`config.mk`:
```
export PLATFORM = sky130hd
export DESIGN_NAME = keeper_zone_control
export DESIGN_NICKNAME = d
export VERILOG_FILES = /design/src/rtl/keeper_zone_control.sv
export SDC_FILE = /design/constraint.sdc
export NUM_CORES = 1
export LEC_CHECK = 0
export ABC_AREA = 1
export CORE_ASPECT_RATIO = 1.75
export CORE_MARGIN = 2
export CORE_UTILIZATION = 46
export CTS_CLUSTER_DIAMETER = 80
export DETAILED_ROUTE_END_ITERATION = 7
export GPL_ROUTABILITY_DRIVEN = 0
export PLACE_DENSITY = 0.79
export SKIP_LAST_GASP = 1
export SLEW_MARGIN = 20
export SYNTH_ARGS = -nofsm -noshare
export SYNTH_HDL_FRONTEND = slang
export SYNTH_SLANG_ARGS = --single-unit
```
`constraint.sdc`:
```
create_clock -name clk -period 2.2 [get_ports clk]
set_input_delay 0.44 -clock clk [delete_from_list [all_inputs] [get_ports clk]]
set_output_delay 0.44 -clock clk [all_outputs]
set_load 0.005 [all_outputs]
```
`src/rtl/keeper_zone_control.sv`:
```
// keeper_zone_control: one penalty round per start pulse.
// Arms a target zone (forced or LFSR-picked), highlights it for a countdown,
// judges the cursor against it, shows the result colour and reports the
// outcome with saturating goal/save tallies. The block also sits inline in the
// VGA pixel chain and adds exactly one cycle of latency to timing and colour.
module keeper_zone_control #(
    parameter int          CLK_HZ       = 65_000_000,
    parameter int          COUNTDOWN_MS = 1000,
    parameter int          RESULT_MS    = 1000,
    parameter int          ZONES        = 4,
    parameter int          ZONE_X0      = 200,
    parameter int          ZONE_Y0      = 200,
    parameter int          ZONE_W       = 100,
    parameter int          ZONE_H       = 100,
    parameter int          ZONE_PITCH   = 150,
    parameter logic [15:0] LFSR_SEED    = 16'hACE1
) (
    input  logic        clk,
    input  logic        rst,
    input  logic        round_start,
    input  logic        abort,
    input  logic        force_en,
    input  logic [2:0]  force_zone,
    input  logic [11:0] xpos,
    input  logic [11:0] ypos,
    input  logic [10:0] in_hcount,
    input  logic [10:0] in_vcount,
    input  logic        in_hsync,
    input  logic        in_vsync,
    input  logic        in_hblnk,
    input  logic        in_vblnk,
    input  logic [11:0] in_rgb,
    output logic [10:0] out_hcount,
    output logic [10:0] out_vcount,
    output logic        out_hsync,
    output logic        out_vsync,
    output logic        out_hblnk,
    output logic        out_vblnk,
    output logic [11:0] out_rgb,
    output logic [2:0]  target_zone,
    output logic        busy,
    output logic        is_scored,
    output logic        round_done,
    output logic [7:0]  goals,
    output logic [7:0]  saves
);

    // Round states
    localparam logic [2:0] S_IDLE      = 3'd0;
    localparam logic [2:0] S_ARM       = 3'd1;
    localparam logic [2:0] S_COUNTDOWN = 3'd2;
    localparam logic [2:0] S_JUDGE     = 3'd3;
    localparam logic [2:0] S_GOAL      = 3'd4;
    localparam logic [2:0] S_SAVE      = 3'd5;
    localparam logic [2:0] S_DONE      = 3'd6;

    // Phase lengths in clock ticks; a zero-length phase is stretched to one
    // tick so the terminal-count compare stays meaningful.
    localparam int T_CD      = CLK_HZ / 1000 * COUNTDOWN_MS;
    localparam int T_RES     = CLK_HZ / 1000 * RESULT_MS;
    localparam int T_CD_EFF  = (T_CD  < 1) ? 1 : T_CD;
    localparam int T_RES_EFF = (T_RES < 1) ? 1 : T_RES;
    localparam int T_MAX     = (T_CD_EFF > T_RES_EFF) ? T_CD_EFF : T_RES_EFF;
    localparam int CNT_W     = (T_MAX < 2) ? 1 : $clog2(T_MAX);

    localparam logic [CNT_W-1:0] CD_LAST  = CNT_W'(T_CD_EFF - 1);
    localparam logic [CNT_W-1:0] RES_LAST = CNT_W'(T_RES_EFF - 1);

    localparam logic [11:0] RGB_TARGET = 12'h00F;
    localparam logic [11:0] RGB_GOAL   = 12'hF00;
    localparam logic [11:0] RGB_SAVE   = 12'h0F0;

    logic [2:0]       state_q,  state_d;
    logic [CNT_W-1:0] cnt_q,    cnt_d;
    logic [2:0]       target_q, target_d;
    logic             goalFlag_q, goalFlag_d;
    logic [7:0]       goals_q,  goals_d;
    logic [7:0]       saves_q,  saves_d;
    logic [15:0]      lfsr_q,   lfsr_d;

    logic [10:0] hcount_q, vcount_q;
    logic        hsync_q, vsync_q, hblnk_q, vblnk_q;
    logic [11:0] rgb_q, rgb_d;

    logic [2:0] targetSel;
    logic       cursorInTarget;
    logic       pixelInTarget;

    // Half-open rectangle test for zone z; both ranges exclude the far edge.
    function automatic logic inZone(input logic [11:0] x, input logic [11:0] y,
                                    input logic [2:0] z);
        int left;
        left = ZONE_X0 + int'(z) * ZONE_PITCH;
        return (int'(x) >= left) && (int'(x) < left + ZONE_W) &&
               (int'(y) >= ZONE_Y0) && (int'(y) < ZONE_Y0 + ZONE_H);
    endfunction

    // Fibonacci LFSR, taps 16/14/13/11, shifting towards the MSB.
    always_comb begin
        lfsr_d = {lfsr_q[14:0], lfsr_q[15] ^ lfsr_q[13] ^ lfsr_q[12] ^ lfsr_q[10]};
    end

    // Free-running target generator, restarted from the seed on reset.
    always_ff @(posedge clk) begin
        if (!rst) begin
            lfsr_q <= LFSR_SEED;
        end else begin
            lfsr_q <= lfsr_d;
        end
    end

    // Zone candidate for the next round and the geometric hit tests.
    always_comb begin
        targetSel      = force_en ? 3'(32'(force_zone) % ZONES)
                                  : 3'(32'(lfsr_q) % ZONES);
        cursorInTarget = inZone(xpos, ypos, target_q);
        pixelInTarget  = inZone({1'b0, in_hcount}, {1'b0, in_vcount}, target_q);
    end

    // Round sequencing, phase timing and tally updates; abort overrides all.
    always_comb begin
        state_d    = state_q;
        cnt_d      = cnt_q;
        target_d   = target_q;
        goalFlag_d = goalFlag_q;
        goals_d    = goals_q;
        saves_d    = saves_q;

        case (state_q)
            S_IDLE: begin
                cnt_d = '0;
                if (round_start) begin
                    state_d = S_ARM;
                end
            end
            S_ARM: begin
                target_d = targetSel;
                cnt_d    = '0;
                state_d  = S_COUNTDOWN;
            end
            S_COUNTDOWN: begin
                if (cnt_q == CD_LAST) begin
                    cnt_d   = '0;
                    state_d = S_JUDGE;
                end else begin
                    cnt_d = cnt_q + CNT_W'(1);
                end
            end
            S_JUDGE: begin
                cnt_d      = '0;
                goalFlag_d = !cursorInTarget;
                state_d    = cursorInTarget ? S_SAVE : S_GOAL;
            end
            S_GOAL, S_SAVE: begin
                if (cnt_q == RES_LAST) begin
                    cnt_d   = '0;
                    state_d = S_DONE;
                    if (state_q == S_GOAL) begin
                        if (goals_q != 8'hFF) begin
                            goals_d = goals_q + 8'd1;
                        end
                    end else begin
                        if (saves_q != 8'hFF) begin
                            saves_d = saves_q + 8'd1;
                        end
                    end
                end else begin
                    cnt_d = cnt_q + CNT_W'(1);
                end
            end
            S_DONE: begin
                state_d = S_IDLE;
            end
            default: begin
                state_d = S_IDLE;
                cnt_d   = '0;
            end
        endcase

        if (abort && (state_q != S_IDLE)) begin
            state_d    = S_IDLE;
            cnt_d      = '0;
            goalFlag_d = 1'b0;
            goals_d    = goals_q;
            saves_d    = saves_q;
        end
    end

    // Round state registers; a mid-round reset also clears the tallies.
    always_ff @(posedge clk) begin
        if (!rst) begin
            state_q    <= S_IDLE;
            cnt_q      <= '0;
            target_q   <= 3'd0;
            goalFlag_q <= 1'b0;
            goals_q    <= 8'd0;
            saves_q    <= 8'd0;
        end else begin
            state_q    <= state_d;
            cnt_q      <= cnt_d;
            target_q   <= target_d;
            goalFlag_q <= goalFlag_d;
            goals_q    <= goals_d;
            saves_q    <= saves_d;
        end
    end

    // Colour the target zone according to the current phase.
    always_comb begin
        rgb_d = in_rgb;
        if (pixelInTarget) begin
            case (state_q)
                S_COUNTDOWN: rgb_d = RGB_TARGET;
                S_GOAL:      rgb_d = RGB_GOAL;
                S_SAVE:      rgb_d = RGB_SAVE;
                default:     rgb_d = in_rgb;
            endcase
        end
    end

    // Single pipeline stage keeping timing and colour aligned.
    always_ff @(posedge clk) begin
        if (!rst) begin
            hcount_q <= 11'd0;
            vcount_q <= 11'd0;
            hsync_q  <= 1'b0;
            vsync_q  <= 1'b0;
            hblnk_q  <= 1'b0;
            vblnk_q  <= 1'b0;
            rgb_q    <= 12'd0;
        end else begin
            hcount_q <= in_hcount;
            vcount_q <= in_vcount;
            hsync_q  <= in_hsync;
            vsync_q  <= in_vsync;
            hblnk_q  <= in_hblnk;
            vblnk_q  <= in_vblnk;
            rgb_q    <= rgb_d;
        end
    end

    assign out_hcount  = hcount_q;
    assign out_vcount  = vcount_q;
    assign out_hsync   = hsync_q;
    assign out_vsync   = vsync_q;
    assign out_hblnk   = hblnk_q;
    assign out_vblnk   = vblnk_q;
    assign out_rgb     = rgb_q;

    assign target_zone = target_q;
    assign busy        = (state_q != S_IDLE);
    assign is_scored   = (state_q == S_GOAL) || ((state_q == S_DONE) && goalFlag_q);
    assign round_done  = (state_q == S_DONE);
    assign goals       = goals_q;
    assign saves       = saves_q;

endmodule

```
==> impl_metrics.json <==
{
  "cts.clk_slew.worst_paths_ns": 0.08,
  "worstSkewPairLatency_ns": 0.35,
  "p_per_area_mw_per_mm2": 810,
  "setup_slack_ns": -0.0308,
  "worst_hold_path_type": "reg2reg",
  "hold_depth": 2,
  "vias_per_cell": 5.29,
  "initial_utilization": 0.470,
  "worst_r2r_startpoint": "target_zone[1]",
  "drt-total-wl_um": 16900,
  "ir_drop_uv": 611,
  "timing.critical_path.arrival_ns": 2.51,
  "grt_pass1_wl_um": 25100,
  "fp.dieArea_mm2": 0.0131,
  "fin_tns_setup_ns": -0.0715,
  "rrSetupSlack_ns": -0.03,
  "finalSetupViolations": 6,
  "synth_warnings": 0,
  "synth_enable_flop_cells": 0,
  "globalRouteTotalUtil": 0.242,
  "fillers": 968,
  "total_power_mw": 6.43,
  "cts.root.buffer_cell": "clkbuf_16",
  "placement_rows": 53,
  "yosys_register_bits": 102,
  "failed_checks": "negative setup slack",
  "placement.io_buffers": 125,
  "cts_tree": "done",
  "post_synth_instance_area_mm2": 0.00561,
  "max_freq_ghz": 0.448,
  "most_frequent_cells_in_the_layout": "185 x nand2_1, 124 x clkdlybuf4s50_1, 102 x inv_1",
  "outcome": "finished with violations",
  "worstSetupPathType": "reg2reg",
  "library_cells_used_by_synthesis": 41,
  "area.growth.synth_to_final_pct": 41.4,
  "cts_htree_levels": 3,
  "post-route-period-util": 1.01,
  "clock-sinks": 102,
  "rsz0062_at_grt": "yes",
  "start_kind": "flip-flop",
  "syn-mean-instance-area_um2": 7.03,
  "finalNetCount": 1062,
  "routedWlPerCell_um": 15.4,
  "synth-main-ff-cell": "dfxtp_1",
  "rr_endpoint": "out_rgb[11]",
  "finalHoldViolations": 0,
  "ys_async_sr_fraction": 0,
  "syn_inst": 798,
  "number_of_global_route_vias_before_repair": 5699,
  "synth.net_count": 908,
  "finalClockSkew_ns": 0.00781,
  "hold_slack_ns": 0.422,
  "seq_area_frac_synth": 0.364,
  "drt_first_pass_iters": 6,
  "layout_commonest_cell": "nand2_1",
  "min-delay-start": "lfsr_q[3]",
  "cap_violations": 0,
  "critPathMaxFanout": 6,
  "leakage_nw": 3.52,
  "grt_overflow_total": 0,
  "tritoncts.num_buffers": 9,
  "io_pins": 130,
  "slew-limit-headroom": 0.663,
  "die_w_um": 87.5,
  "routed-via-count": 5790,
  "critPathCaptureType": "flip-flop",
  "rr_worst_depth": 14,
  "antenna_found_initial": 1,
  "required_time_reported_for_the_critical_path_endpoint_ns": 2.48,
  "antenna_violating_nets_post_route": 0,
  "place.detailed.hpwl_um": 12100,
  "final_layout_size_suffix_gt1_frac": 0.170,
  "detailedRoute.firstIterationViolations": 315,
  "maxSlewViolCount": 0,
  "worst_pin_slew_ns": 0.503,
  "cts_buffer_depth": 2,
  "core_mm2": 0.0119,
  "holdPathEnd": "lfsr_q[4]",
  "period_minus_slack_ns": 2.23,
  "grt_max_degree": 42,
  "drcViolationCount": 0,
  "fp.dieH_um": 150
}
[cell usage after synthesis (2+ instances only)]
cell	n	area, µm²
nand2_1	200	751
inv_1	112	420
dfxtp_1	102	2040
nor2_1	76	285
a21oi_1	54	270
nand3_1	44	220
ha_1	40	500
nand4_1	31	194
nor3_1	17	85.1
o21ai_0	14	70.1
clkbuf_1	10	37.5
inv_2	10	37.5
xor2_1	10	87.6
xnor2_1	8	70.1
buf_2	7	35.0
nand2_2	7	43.8
or2_2	7	43.8
nor3_2	6	60.1
a211oi_1	5	37.5
and3_1	4	25.0
o21ai_1	4	20.0
a21boi_0	3	22.5
buf_4	3	22.5
nand2_4	3	33.8
nor3b_1	3	22.5
nand3_2	2	20.0
nor4_2	2	25.0
[sequential cells by signal, indices dropped and copies added (netlist names)]
register,cells
out_vblnk,1
cnt_q,26
out_vsync,1
out_hblnk,1
saves,8
target_zone,2
out_vcount,11
out_hsync,1
out_hcount,11
goalFlag_q,1
lfsr_q,16
goals,8
out_rgb,12
state_q,3
[per-layer routing]
| layer | up-vias | GRT usage | share of wire |
|---|---|---|---|
| met4 | 0 | 0.137 | 0.051 |
| met3 | 64 | 0.0625 | 0.053 |
| met1 | 2664 | 0.219 | 0.33 |
| met2 | 185 | 0.464 | 0.56 |
| met5 | - | 0 | 0 |
| li1 | 2877 | - | - |
[critical path: stages, from the launching register on]
cell     delay (ns)
dfxtp_4        0.39
inv_4          0.05
buf_6          0.11
ha_4           0.24
buf_6          0.14
ha_2           0.32
nand2_2        0.07
nor2_1         0.14
nand2_1        0.09
nand3_2        0.11
nand2_4        0.08
nand3_4        0.09
buf_6          0.14
nand2_2        0.06
a21oi_2        0.13
[power by group]
| part | internal, mW | switching (mW) |
|---|---|---|
| registers | 1.96 | 0.100 |
| clock network | 0.830 | 0.835 |
| logic | 1.23 | 1.47 |
[final cells by class]
| type | instances | area [µm²] | share of cell area |
|---|---|---|---|
| Clock buffer | 9 | 225 | 0.0284 |
| Inverter | 122 | 469 | 0.0591 |
| Tap cell | 137 | 171 | 0.0216 |
| Clock inverter | 7 | 93.8 | 0.0118 |
| Timing Repair Buffer | 164 | 1590 | 0.200 |
| Multi-Input combinational cell | 553 | 3340 | 0.420 |
| Sequential cell | 102 | 2050 | 0.259 |
| Antenna cell | 1 | 2.50 | 0.000315 |
[worst max path at each step]
| stage | to | cells after the start | from | slack [ns] |
|---|---|---|---|---|
| 6_report | out_rgb[11] | 14 | target_zone[1] | -0.03 |
| 5_1_grt | out_rgb[11] | 14 | target_zone[1] | -0.14 |
| 4_1_cts | out_rgb[11] | 13 | target_zone[1] | 0.008 |
| 3_5_place_dp | goalFlag_q | 13 | target_zone[1] | -0.17 |
| 3_3_place_gp | goalFlag_q | 13 | target_zone[1] | -0.13 |
| 2_1_floorplan | out_rgb[1] | 14 | target_zone[0] | 0.002 |
[metrics by stage]
| step | area, µm² | util | setup WS (ns) | std cells |
|---|---|---|---|---|
| 2_1_floorplan | 5630 | - | 0.00163 | 798 |
| 3_3_place_gp | 7200 | 0.603 | -0.125 | 1071 |
| 3_5_place_dp | 7200 | 0.603 | -0.166 | 1071 |
| 6_report | 7940 | 0.665 | -0.0308 | 1095 |
| 4_1_cts | 7630 | 0.639 | 0.00758 | 1090 |
| 5_1_grt | 7940 | 0.665 | -0.136 | 1095 |
[cell families after synthesis]
kind of cell,Yosys count,synth area share
AND/OR/NAND/NOR,409,0.337
buffers and inverters,143,0.101
flip-flops,102,0.364
AO/OA/AOI/OAI,85,0.0811
adder cells (fa/ha/maj),40,0.0892
XOR/XNOR,18,0.0281
other,1,0.000668
[what timing repair did]
item | in CTS | in global routing
buffers inserted | 3 | 1
hold endpoints to repair | 0 | 0
pin swaps | 3 | 25
hold buffers | 0 | 0
endpoints found under the setup margin | 16 | 15
gates cloned | 0 | 3
gates resized for setup | 23 | 70
Note: power is estimated with default switching activity, not from simulation.
